--- config.mk ---
export PLATFORM = sky130hd
export DESIGN_NAME = if_id_issue
export DESIGN_NICKNAME = d
export VERILOG_FILES = /design/src/rtl/if_id_issue.sv
export SDC_FILE = /design/constraint.sdc
export NUM_CORES = 1
export LEC_CHECK = 0
export BUFFER_PORTS_ARGS = -buffer_cell sky130_fd_sc_hd__buf_4
export CAP_MARGIN = 20
export CORE_MARGIN = 2
export CORE_UTILIZATION = 48
export CTS_CLUSTER_SIZE = 20
export DETAILED_ROUTE_END_ITERATION = 10
export GPL_ROUTABILITY_DRIVEN = 0
export PLACE_DENSITY = 0.8
export SLEW_MARGIN = 25
export SYNTH_ARGS = -nofsm -noshare
export SYNTH_HDL_FRONTEND = slang
export SYNTH_SLANG_ARGS = --single-unit
--- constraint.sdc ---
create_clock -name clk -period 3.2 [get_ports clk]
set_clock_uncertainty 0.05 [all_clocks]
set_input_delay 0.64 -clock clk [delete_from_list [all_inputs] [get_ports clk]]
set_output_delay 0.64 -clock clk [all_outputs]
set_load 0.1 [all_outputs]
--- src/rtl/if_id_issue.sv ---
// IF/ID holding register and issue stage: accepts fetched instructions, splits them
// into decoded fields, and inserts a bubble on a load-use hazard against the EX stage.
module if_id_issue #(
    parameter int unsigned STALL_CNT_W = 16
) (
    input  logic                   clk,
    input  logic                   reset,
    input  logic                   if_valid,
    input  logic [31:0]            if_instr,
    input  logic [31:0]            if_pc,
    output logic                   if_ready,
    input  logic                   flush,
    input  logic [6:0]             ex_opcode,
    input  logic [4:0]             ex_rd,
    output logic [6:0]             funct7,
    output logic [4:0]             rs2,
    output logic [4:0]             rs1,
    output logic [2:0]             funct3,
    output logic [4:0]             rd,
    output logic [6:0]             opcode,
    output logic [31:0]            pc,
    output logic                   id_valid,
    output logic [STALL_CNT_W-1:0] stall_cnt
);

    localparam logic [6:0] OP_LOAD   = 7'b0000011;
    localparam logic [6:0] OP_LUI    = 7'b0110111;
    localparam logic [6:0] OP_AUIPC  = 7'b0010111;
    localparam logic [6:0] OP_JAL    = 7'b1101111;
    localparam logic [6:0] OP_RTYPE  = 7'b0110011;
    localparam logic [6:0] OP_STORE  = 7'b0100011;
    localparam logic [6:0] OP_BRANCH = 7'b1100011;

    logic                   hold_valid_q, hold_valid_d;
    logic [31:0]            hold_instr_q, hold_instr_d;
    logic [31:0]            hold_pc_q, hold_pc_d;
    logic [STALL_CNT_W-1:0] stall_cnt_q, stall_cnt_d;

    logic [6:0] hold_op;
    logic [4:0] hold_rs1;
    logic [4:0] hold_rs2;
    logic       use_rs1;
    logic       use_rs2;
    logic       hazard;
    logic       issue;

    always_comb begin
        hold_op  = hold_instr_q[6:0];
        hold_rs1 = hold_instr_q[19:15];
        hold_rs2 = hold_instr_q[24:20];

        use_rs1 = !((hold_op == OP_LUI) || (hold_op == OP_AUIPC) || (hold_op == OP_JAL));
        use_rs2 = (hold_op == OP_RTYPE) || (hold_op == OP_STORE) || (hold_op == OP_BRANCH);

        hazard = hold_valid_q && (ex_opcode == OP_LOAD) && (ex_rd != 5'd0) &&
                 ((use_rs1 && (ex_rd == hold_rs1)) || (use_rs2 && (ex_rd == hold_rs2)));
        issue    = hold_valid_q && !hazard && !flush;
        if_ready = flush || !hold_valid_q || issue;

        // Bubble: every field, pc and id_valid are zero unless the held instruction issues.
        {funct7, rs2, rs1, funct3, rd, opcode} = issue ? hold_instr_q : '0;
        pc       = issue ? hold_pc_q : '0;
        id_valid = issue;

        hold_valid_d = hold_valid_q;
        hold_instr_d = hold_instr_q;
        hold_pc_d    = hold_pc_q;
        if (flush) begin
            hold_valid_d = 1'b0;
        end else if (if_valid && if_ready) begin
            hold_valid_d = 1'b1;
            hold_instr_d = if_instr;
            hold_pc_d    = if_pc;
        end else if (issue) begin
            hold_valid_d = 1'b0;
        end

        stall_cnt_d = stall_cnt_q;
        if (hazard && !flush && (stall_cnt_q != '1)) begin
            stall_cnt_d = stall_cnt_q + 1'b1;
        end
    end

    always_ff @(posedge clk) begin
        if (reset) begin
            hold_valid_q <= 1'b0;
            hold_instr_q <= '0;
            hold_pc_q    <= '0;
            stall_cnt_q  <= '0;
        end else begin
            hold_valid_q <= hold_valid_d;
            hold_instr_q <= hold_instr_d;
            hold_pc_q    <= hold_pc_d;
            stall_cnt_q  <= stall_cnt_d;
        end
    end

    assign stall_cnt = stall_cnt_q;

endmodule

* Word level (Yosys, flattened, before mapping) *
Index checks and enable logic that the tools add are counted.

cells by class
  add/subtract/negate cells = 1
  equal/unequal tests = 10
  multiplexer cells = 4
  bitwise operators = 1
  reductions and logical operators = 25

operators by type and width
  operator               number
  $mux 32                2
  $eq 7x6->1 const B     3
  $add 16x1->16 const B  1
  $ne 16x16->1 const B   1
  $eq 7x7->1 const B     2
  $eq 5x5->1             2
  $logic_and 1x1->1      10
  $eq 7x2->1 const B     1
  $eq 7x5->1 const B     1
  $logic_or 1x1->1       7
  $reduce_bool 5->1      1
  $logic_not 1->1        4
  $mux 1                 2
  $reduce_and 2->1       1
  $reduce_bool 2->1      1
  $reduce_or 2->1        1
  $not 1->1              1

storage, ports and cells
  flip-flop bits (word level) = 81
  input port bits = 80
  output and inout port bits = 82
  word-level logic and storage cells = 45

* Longest topological paths before layout *
Gate-level depths: netlist of run 1.

  depth after elaboration = 13
  depth in mapped cells = 9
  mapped depth without buffers = 6

* Worst setup path after synthesis of run 1 *
No wires, ideal clock.

  path kind = input -> output
  start = input ex_rd[0]
  end = output pc[22]
  arrival time = 3478 ps
  data required time = 2510 ps
  path slack = -968 ps
  stages on the path = 7
  buffers on the path = 1
  path through = nor3_2 > a211oi_4 > nor4b_2 > a21o_2 > nor3b_1 > clkbuf_1 > and2_1

between the ends
  word-level cells in the longest chain between the ends = 8
  elaborated cells on any way between the ends = 12
  those cells by class = eq/ne: 2; mux: 1; reduce/logical: 9

RTL lines
  element                           RTL line  RTL
  start: declaration                14        input logic [4:0] ex_rd,
  $eq 5x5->1                        56        ((use_rs1 && (ex_rd == hold_rs1)) || (use_rs2 && (ex_rd == hold_rs2)));
  $logic_and 1x1->1                 56
  $logic_or 1x1->1                  56
  $logic_and 1x1->1 *               55        hazard = hold_valid_q && (ex_opcode == OP_LOAD) && (ex_rd != 5'd0) &&
  $logic_not 1->1 *                 57        issue = hold_valid_q && !hazard && !flush;
  $logic_and 1x1->1 * (2 in a row)  57
  net id_valid                      22        output logic id_valid,
  $mux 32 *                         62        pc = issue ? hold_pc_q : '0;
  end: declaration                  21        output logic [31:0] pc,

Mark *: on every way through the listed nets, which the timed path passes. The rest lies on a longest branch.

* Worst setup path after layout of run 1 *
  start = input ex_opcode[2]
  end = output pc[11]

between the ends
  word-level cells in the longest chain between the ends = 8

RTL lines
  element                         RTL line  RTL
  start: declaration              13        input logic [6:0] ex_opcode,
  $eq 7x2->1                      55
  $logic_and 1x1->1 (3 in a row)  55
  $logic_not 1->1                 57
  $logic_and 1x1->1 (2 in a row)  57
  $mux 32                         62

No other way between the ends.

==> qor.txt, run 1 <==
status: complete, no violations
nets@finish: 638
Hold Vio Cnt, Final: 0
max-cap viol count: 0
area of the multi-input gates: 2110 um^2
clk buf depth: 2
antenna violations before repair: 0
Synth async-reset ratio: 0%
Startpoint Class: input pin
Max transition margin: 34.9%
Total GRT Usage: 22.5%
grt ovf: 0
worst vdd ir: 0.236 mV
top cells by area, synth: dfxtp_1 42%, mux2i_1 17%, and2_1 11%
Cell variety after synth: 40
dpl cells: 648
Tightest Pin Transition: 0.973 ns
Synth area leader: dfxtp_1
number of enable flip-flop cells after synthesis: 0
period utilisation layout: 99.6%
pre-CTS setup slack: -0.0486 ns
HPWL after DPL: 6650 um
syn avg cell area: 9.51 um^2
drt initial violations: 164
commonest non-fill, non-tap cell in the layout: buf_4
sequential share of the synthesized area: 42.2%
Final Max Tran Viols: 0
Post-CTS Setup Repair Bufs: 0
Pwr Total: 0.00224 W
top-area cell type share of the netlist area: 42.2%
most frequent cells in the layout: 101 x buf_4, 81 x dfxtp_1, 69 x nor2_1
max incr delay on CP: 0.53 ns
class of the most critical setup path: in -> out
Mapped Nets: 485
Power per Cell Area: 368 nW/um^2
Area growth, synth to finish: 58.7%
Setup-failing EPs final: 0
fin worst setup slack: 0.0142 ns
#FFs+latches synth: 81
Antenna Nets Post-Route: 0
# DRC: 0
Worst EP required: 2.51 ns
number of buffers created by CTS: 9
Via Count: 3445
Non-Filler Instances: 664
CORE AREA: 7730 um^2
crit path buf inv count: 3
CP max FO: 38
Worst setup EP type: primary output
hold-fix buffers at CTS: 0
WL/cell: 16.3 um
Worst Hold Class: reg -> reg
min Tclk post-route: 3.19 ns
htree depth: 3
Starting Density: 49.7%
Synth Warn #: 0
Die Area: 8730 um^2
CP arrival: 2.50 ns
Seq. cell area: 1620 um^2
CTS tree: yes
worst-skew pair later-pin latency: 0.35 ns
num ports: 162
vias in the first global route: 3314
maximum clock rate: 0.314 GHz
layout cells sized above 1: 45.7%
# rows: 32
chip height: 93.5 um
Die Wd: 93.5 um
root buffer cell: clkbuf_8
clock slew at reported path FFs: 0.08 ns
critical-path cell list: buf_4 -> or4_4 -> a211oi_4 -> nor4b_4 -> a21o_2 -> nor3b_4 -> buf_12 -> and2_2 -> buf_6
post-DR vias/cell: 5.19
cell family with most CP delay: simple AND/OR/NAND/NOR gates
Slowest cell on crit path: or4_4
Synth Cell Area: 3840 um^2
first-pass iteration count of the detailed router: 4
Syn Inst Count: 404
Antenna Cells: 0
first-pass GRT wire length: 15600 um
RSZ-0062 raised after global routing: yes
Top FF cell, synth: dfxtp_1
fill count: 490
pin count of the biggest net entering global routing: 82
Port Buffers: 161
final wirelength: 10800 um
clk sink count: 81
Lkg Pwr: 2.57 nW
==> worst paths after layout <==
check,start,to,slack [ns],depth (start not counted)
worst max-delay path,ex_opcode[2],pc[11],0.01,9
worst min-delay path,hold_instr_q[11],hold_instr_q[11],0.44,2
worst max register to register,hold_instr_q[6],hold_pc_q[30],0.70,8
worst min register to register,hold_instr_q[11],hold_instr_q[11],0.44,2
==> metal layers <==
| layer | GRT usage [%] | part of all wire, % | vias to the layer above | routed length [um] |
|---|---|---|---|---|
| li1 | - | - | 1682 | - |
| met1 | 26.7 | 40 | 1643 | 4330 |
| met2 | 39.6 | 53 | 110 | 5760 |
| met3 | 6.20 | 5.7 | 10 | 612 |
| met4 | 6.50 | 0.99 | 0 | 107 |
| met5 | 0 | 0 | - | 0 |
==> area by class of cell <==
type	instances	share of cell area, %
Timing Repair Buffer	169	32.6
Clock inverter	5	1.70
Clock buffer	11	2.15
Inverter	4	0.246
Multi-Input combinational cell	292	34.6
Tap cell	102	2.09
Sequential cell	81	26.6
==> power by group <==
part	switching (W)	leakage [nW]	internal (W)	total [W]
logic	0.000141	1.79	0.000142	0.000282
registers	0.0000264	0.661	0.00105	0.00107
clock network	0.000367	0.118	0.000520	0.000887
==> worst reg2reg max path: cells and delay by family, from the launching register on <==
kind,cells,cell delay (ns)
flops,1,0.40
compound gates,2,0.77
buf+inv,2,0.56
mux,1,0.28
simple gates,3,0.29
==> synthesized netlist by cell type (2+ instances only) <==
cell type and instances:
mux2i_1 65, dfxtp_1 81, or3_1 6, nor2_1 69, or4_1 7, nand2_1 5, o21ai_0 6, nand4_1 5
o31a_1 2, buf_12 6, nor3_1 2, xor2_1 3, o31ai_1 7, a21oi_1 13, and2_1 65, clkbuf_2 5
buf_2 2, xnor2_1 8, inv_1 4, nor3b_1 2, nand3_1 10, buf_6 2, and3_1 3, clkbuf_1 10
==> flip-flops by register name (all words and copies together), names as in the netlist <==
register	cells
hold_instr_q	32
hold_pc_q	32
hold_valid_q	1
stall_cnt	16
==> per-stage QoR <==
stage	instance area [um^2]	TNS (ns)	utilization (%)	hold slack (ns)
2_1_floorplan	3940	-0.0322	-	0.401
3_3_place_gp	5150	-0.616	66.6	0.415
3_5_place_dp	5150	-1.72	66.6	0.427
4_1_cts	5580	0	72.2	0.449
5_1_grt	6100	-2.79	78.9	0.467
6_report	6100	0	78.9	0.442
==> cells by family after synthesis <==
group / after synthesis / synth area share (%)
AND/OR/NAND/NOR: 181 / 25.5
multiplexers: 65 / 16.9
XOR/XNOR: 11 / 2.51
AO/OA/AOI/OAI: 34 / 6.19
flip-flops: 81 / 42.2
adder cells (fa/ha/maj): 1 / 0.326
buffers and inverters: 31 / 6.29
==> timing repair <==
action	4_1_cts	5_1_grt
setup endpoints to repair	51	64
gates resized for setup	51	127
pin swaps	0	1
endpoints found under the hold margin	0	0
No activity file was read; power rests on OpenSTA's default activity.
==> run 2: changes to the inputs <==
--- a/config.mk
+++ b/config.mk
@@ -9,9 +9,9 @@
 export CAP_MARGIN = 20
 export CORE_MARGIN = 2
-export CORE_UTILIZATION = 48
+export CORE_UTILIZATION = 35
 export CTS_CLUSTER_SIZE = 20
 export DETAILED_ROUTE_END_ITERATION = 10
 export GPL_ROUTABILITY_DRIVEN = 0
-export PLACE_DENSITY = 0.8
+export REMOVE_ABC_BUFFERS = 1
 export SLEW_MARGIN = 25
 export SYNTH_ARGS = -nofsm -noshare
--- a/constraint.sdc
+++ b/constraint.sdc
@@ -3,3 +3,3 @@
 set_input_delay 0.64 -clock clk [delete_from_list [all_inputs] [get_ports clk]]
 set_output_delay 0.64 -clock clk [all_outputs]
-set_load 0.1 [all_outputs]
+set_load 0.05 [all_outputs]
==> qor.txt, run 2 (synthesized netlist as in run 1, its figures left out) <==
root buffer cell: clkbuf_8
Startpoint Class: input pin
status: finished, violations left
reg-to-reg endpoint: hold_pc_q[1]
commonest non-fill, non-tap cell in the layout: buf_4
worst vdd ir: 0.218 mV (-7.6%)
clk buf depth: 2 (unchanged)
Core Util, Final: 51.5% (-27 points)
Area growth, synth to finish: 44.8%
hold-fix buffers at CTS: 0 (unchanged)
min Tclk post-route: 3.22 ns (+0.0368 ns)
number of buffers created by CTS: 9 (unchanged)
# DRC: 0 (unchanged)
chip height: 109 um (+16%)
first-pass iteration count of the detailed router: 4 (unchanged)
worst reg-to-reg setup slack: 0.71 ns (about the same)
hold path depth: 2 (unchanged)
maximum clock rate: 0.310 GHz (-1.1%)
fin worst setup slack: -0.0226 ns (-0.0368 ns)
pin count of the biggest net entering global routing: 82 (unchanged)
Lkg Pwr: 2.38 nW (-7.5%)
CORE AREA: 10800 um^2 (+40%)
final instance area: 5560 um^2 (-8.8%)
worst-skew pair later-pin latency: 0.34 ns (about the same)
Post-DP Area: 5090 um^2 (-1.1%)
post-DR vias/cell: 4.76 (-8.2%)
grt ovf: 0 (unchanged)
most frequent cells in the layout: 103 x buf_4, 81 x dfxtp_1, 69 x nor2_1
violated checks: setup timing
hold slack final: 0.442 ns (-0.000836 ns)
max-cap viol count: 0 (unchanged)
vias in the first global route: 3167 (-4.4%)
Worst Hold Class: reg -> reg
Setup-failing EPs final: 15 (+15)
CP max FO: 49 (+29%)
layout cells sized above 1: 35.3% (-10 points)
Die Wd: 109 um (+16%)
Max transition margin: 43.1% (+8.2 points)
dpl cells: 686 (+5.9%)
Hold Crit Endpoint: hold_pc_q[16]
Crit Reg-Reg Startpoint: hold_instr_q[4]
Via Count: 3348 (-2.8%)
GRT Max-Usage Layer: met2
final wirelength: 10200 um (-5.7%)
nets@finish: 639 (+0.16%)
Final Max Tran Viols: 0 (unchanged)
drt initial violations: 117 (-29%)
HPWL after DPL: 7050 um (+5.9%)
Worst setup EP type: primary output
Tightest Pin Transition: 0.854 ns (-0.120 ns)
r2r worst-path depth: 8 (unchanged)
num ports: 162 (unchanged)
Non-Filler Instances: 703 (+5.9%)
Die Area: 11800 um^2 (+35%)
class of the most critical setup path: in -> out
Port Buffers: 161 (unchanged)
antenna violations before repair: 0 (unchanged)
clk sink count: 81 (unchanged)
clock slew at reported path FFs: 0.08 ns (about the same)
first-pass GRT wire length: 15600 um (-0.31%)
Antenna Cells: 0 (unchanged)
htree depth: 3 (unchanged)
# rows: 38 (+19%)
Total GRT Usage: 16.6% (-5.9 points)
Global Route met3 Usage: 3.77% (-2.4 points)
period utilisation layout: 101% (+1.1 points)
CP arrival: 2.53 ns (+0.03 ns)
routing usage on met2: 28.2% (-11 points)
CTS tree: yes
WL/cell: 14.5 um (-11%)
hold path start: hold_pc_q[16]
met1 Use GR: 20.5% (-6.2 points)
Hold Vio Cnt, Final: 0 (unchanged)
Power per Cell Area: 364 nW/um^2 (-1.0%)
Worst EP required: 2.51 ns (about the same)
RSZ-0062 raised after global routing: yes
Starting Density: 35.6% (-14 points)
Antenna Nets Post-Route: 0 (unchanged)
-- run 2: cell types whose count changed in the layout (fill, tap and decap cells not counted), sizes merged --
cell,change
bufinv,-3
clkinvlp,+3
inv,+3
clkinv,-2
buf,+1
clkbuf,-1
-- run 2: per-stage QoR --
stage / TNS [ns] / power [W] / setup WS, ns
final: -0.116 / 0.00203 / -0.0226
after global routing: -3.41 / 0.00212 / -0.0920
after CTS: 0 / 0.00206 / 0.0180
after detailed placement: -0.00915 / 0.00134 / -0.00654
after global placement: 0 / 0.00133 / 0.0167
after floorplan: -737.90 / 0.00124 / -8.71
-- run 2: timing repair --
action	4_1_cts	5_1_grt
setup endpoints to repair	3	64
gates resized for setup	1	69
endpoints found under the hold margin	0	0
setup buffers	0	1
-- run 2: worst max-delay path: stages --
cell	delay [ns]
buf_4	0.11
or4_4	0.56
a211oi_4	0.19
nor4b_4	0.27
a21o_2	0.17
nor3b_4	0.06
buf_12	0.16
and2_1	0.20
buf_6	0.16
-- run 2: final cells by class --
cell class | count | area (um^2)
Inverter | 4 | 15.0
Fill cell | 999 | 5230
Multi-Input combinational cell | 292 | 2020
Clock inverter | 6 | 48.8
Timing Repair Buffer | 170 | 1550
Sequential cell | 81 | 1620
Tap cell | 140 | 175
Clock buffer | 10 | 138
-- run 2: per-layer routing --
layer | part of all wire [%] | wire (um)
met1 | 42 | 4290
met5 | 0 | 0
met4 | 3.0 | 303
met2 | 50 | 5050
met3 | 5.4 | 553
-- run 2: how the worst max path moves through the flow --
| stage | slack [ns] | start | endpoint |
|---|---|---|---|
| floorplan | -8.71 | ex_rd[0] | hold_instr_q[0] |
| global placement | 0.02 | ex_opcode[3] | pc[8] |
| detailed placement | -0.007 | ex_opcode[3] | pc[8] |
| CTS | 0.02 | ex_opcode[3] | pc[8] |
| global route | -0.09 | ex_opcode[3] | rs1[3] |
| finish | -0.02 | ex_opcode[3] | rs1[3] |
-- run 2: where the power goes --
part | switching [W] | internal, W | leakage, nW
registers | 0.0000234 | 0.00105 | 0.661
clock network | 0.000395 | 0.000311 | 0.0859
logic | 0.000115 | 0.000133 | 1.63
==> run 3: changes to the inputs <==
Settings changed: SETUP_SLACK_MARGIN set to 0.4, SKIP_CTS_REPAIR_TIMING set to 1.
==> qor.txt, run 3 (synthesized netlist as in run 1, its figures left out) <==
status: finished, violations left
violated checks: setup timing
hold slack final: 0.441 ns (-0.000134 ns)
Clock power frac: 34.8% (about the same)
Lkg Pwr: 2.38 nW (+0.22%)
Power per Cell Area: 362 nW/um^2 (-0.57%)
Startpoint Class: input pin
class of the most critical setup path: in -> out
final wirelength: 10300 um (+1.3%)
Area growth, synth to finish: 45.9%
HPWL after DPL: 7050 um (unchanged)
Setup-failing EPs final: 1 (-14)
Final Max Tran Viols: 0 (unchanged)
Total GRT Usage: 16.5% (-0.11 points)
pin count of the biggest net entering global routing: 82 (unchanged)
clk sink count: 81 (unchanged)
Worst setup EP type: primary output
vias in the first global route: 3156 (-0.35%)
Antenna Nets Post-Route: 0 (unchanged)
# rows: 38 (unchanged)
most frequent cells in the layout: 105 x buf_4, 81 x dfxtp_1, 69 x nor2_1
Max transition margin: 41.7% (-1.4 points)
Die Area: 11800 um^2 (unchanged)
worst-skew pair later-pin latency: 0.34 ns (about the same)
Non-Filler Instances: 704 (+0.14%)
Core Util, Final: 51.9% (+0.37 points)
clk buf depth: 2 (unchanged)
# DRC: 0 (unchanged)
root buffer cell: clkbuf_8
CTS tree: yes
grt ovf: 0 (unchanged)
Tightest Pin Transition: 0.874 ns (+0.0207 ns)
Antenna Cells: 0 (unchanged)
Via Count: 3344 (-0.12%)
Worst Hold Class: reg -> reg
Port Buffers: 161 (unchanged)
worst vdd ir: 0.221 mV (+1.0%)
antenna violations before repair: 0 (unchanged)
switch share: 26.4% (about the same)
pre-CTS setup slack: -0.00654 ns (unchanged)
Worst EP required: 2.51 ns (about the same)
min Tclk post-route: 3.20 ns (-0.0223 ns)
CP max FO: 8 (-84%)
first-pass GRT wire length: 15500 um (-0.80%)
RSZ-0062 raised after global routing: yes
Pint: 0.00149 W (+0.14%)
CORE AREA: 10800 um^2 (unchanged)
Post-DP Area: 5090 um^2 (unchanged)
first-pass iteration count of the detailed router: 4 (unchanged)
Hold Vio Cnt, Final: 0 (unchanged)
WL/cell: 14.7 um (+1.2%)
fin worst setup slack: -0.000307 ns (+0.0223 ns)
dpl cells: 686 (unchanged)
commonest non-fill, non-tap cell in the layout: buf_4
maximum clock rate: 0.312 GHz (+0.70%)
htree depth: 3 (unchanged)
period utilisation layout: 100% (-0.70 points)
number of buffers created by CTS: 9 (unchanged)
post-DR vias/cell: 4.75 (-0.26%)
final instance area: 5600 um^2 (+0.72%)
Comb power frac: 12.4% (+0.2 points)
max-cap viol count: 0 (unchanged)
layout cells sized above 1: 36.3% (+1.0 points)
num ports: 162 (unchanged)
nets@finish: 640 (+0.16%)
Reg power frac: 52.8% (about the same)
Starting Density: 35.6% (unchanged)
drt initial violations: 131 (+12%)
Die Wd: 109 um (unchanged)
CP arrival: 2.51 ns (-0.02 ns)
P_sw: 0.000535 W (+0.16%)
clock slew at reported path FFs: 0.08 ns (about the same)
chip height: 109 um (unchanged)
worst reg-to-reg setup slack: 0.75 ns (+0.04 ns)
==> run 3: cell count changes in the layout (fill, tap and decap cells not counted) <==
cell,delta
and2_4,+3
o2111a_1,-1
and2_1,-3
nand3_2,+1
o2111a_2,+1
buf_4,+2
buf_6,-7
buf_8,+6
nand3_1,-1
==> run 3: worst paths after layout <==
check / from / endpoint / depth (start not counted)
min reg2reg: hold_pc_q[16] / hold_pc_q[16] / 2
min: hold_pc_q[16] / hold_pc_q[16] / 2
max: ex_opcode[3] / pc[19] / 10
max reg2reg: hold_instr_q[4] / hold_pc_q[10] / 8
==> run 3: critical path, stage by stage <==
cell and delay [ns]:
buf_6 0.09, or4_4 0.55, a211oi_4 0.18, nor4b_4 0.25, a21o_2 0.16, nor3b_4 0.06
buf_6 0.12, buf_8 0.13, and2_1 0.16, buf_6 0.15
==> run 3: cell type report <==
| cell class | instances | area (um^2) |
|---|---|---|
| inverter | 4 | 15.0 |
| sequential | 81 | 1620 |
| clock inverter | 6 | 48.8 |
| multi-input combinational | 292 | 2030 |
| tap | 140 | 175 |
| timing repair buffer | 171 | 1570 |
| clock buffer | 10 | 138 |
| fill | 995 | 5190 |
==> run 3: stage by stage <==
step	power [W]	TNS, ns
after global routing	0.00212	-1.02
final	0.00203	-0.000307
after global placement	0.00133	0
after detailed placement	0.00134	-0.00915
after CTS	0.00205	-0.0156
after floorplan	0.00124	-737.90
==> run 3: layer usage <==
| layer | global-route usage (%) | routed length, um | vias up |
|---|---|---|---|
| li1 | - | - | 1681 |
| met1 | 20.4 | 4430 | 1553 |
| met2 | 28.0 | 5120 | 91 |
| met3 | 3.77 | 491 | 19 |
| met4 | 5.86 | 285 | 0 |
| met5 | 0 | 0 | - |
==> run 3: power by group through the flow <==
stage / Sequential [W] / Clock, W / Combinational (W)
3_3_place_gp: 0.00109 / 0 / 0.000240
6_report: 0.00107 / 0.000706 / 0.000252
4_1_cts: 0.00107 / 0.000739 / 0.000245
3_5_place_dp: 0.00109 / 0 / 0.000244
2_1_floorplan: 0.00109 / 0 / 0.000155
5_1_grt: 0.00108 / 0.000774 / 0.000273
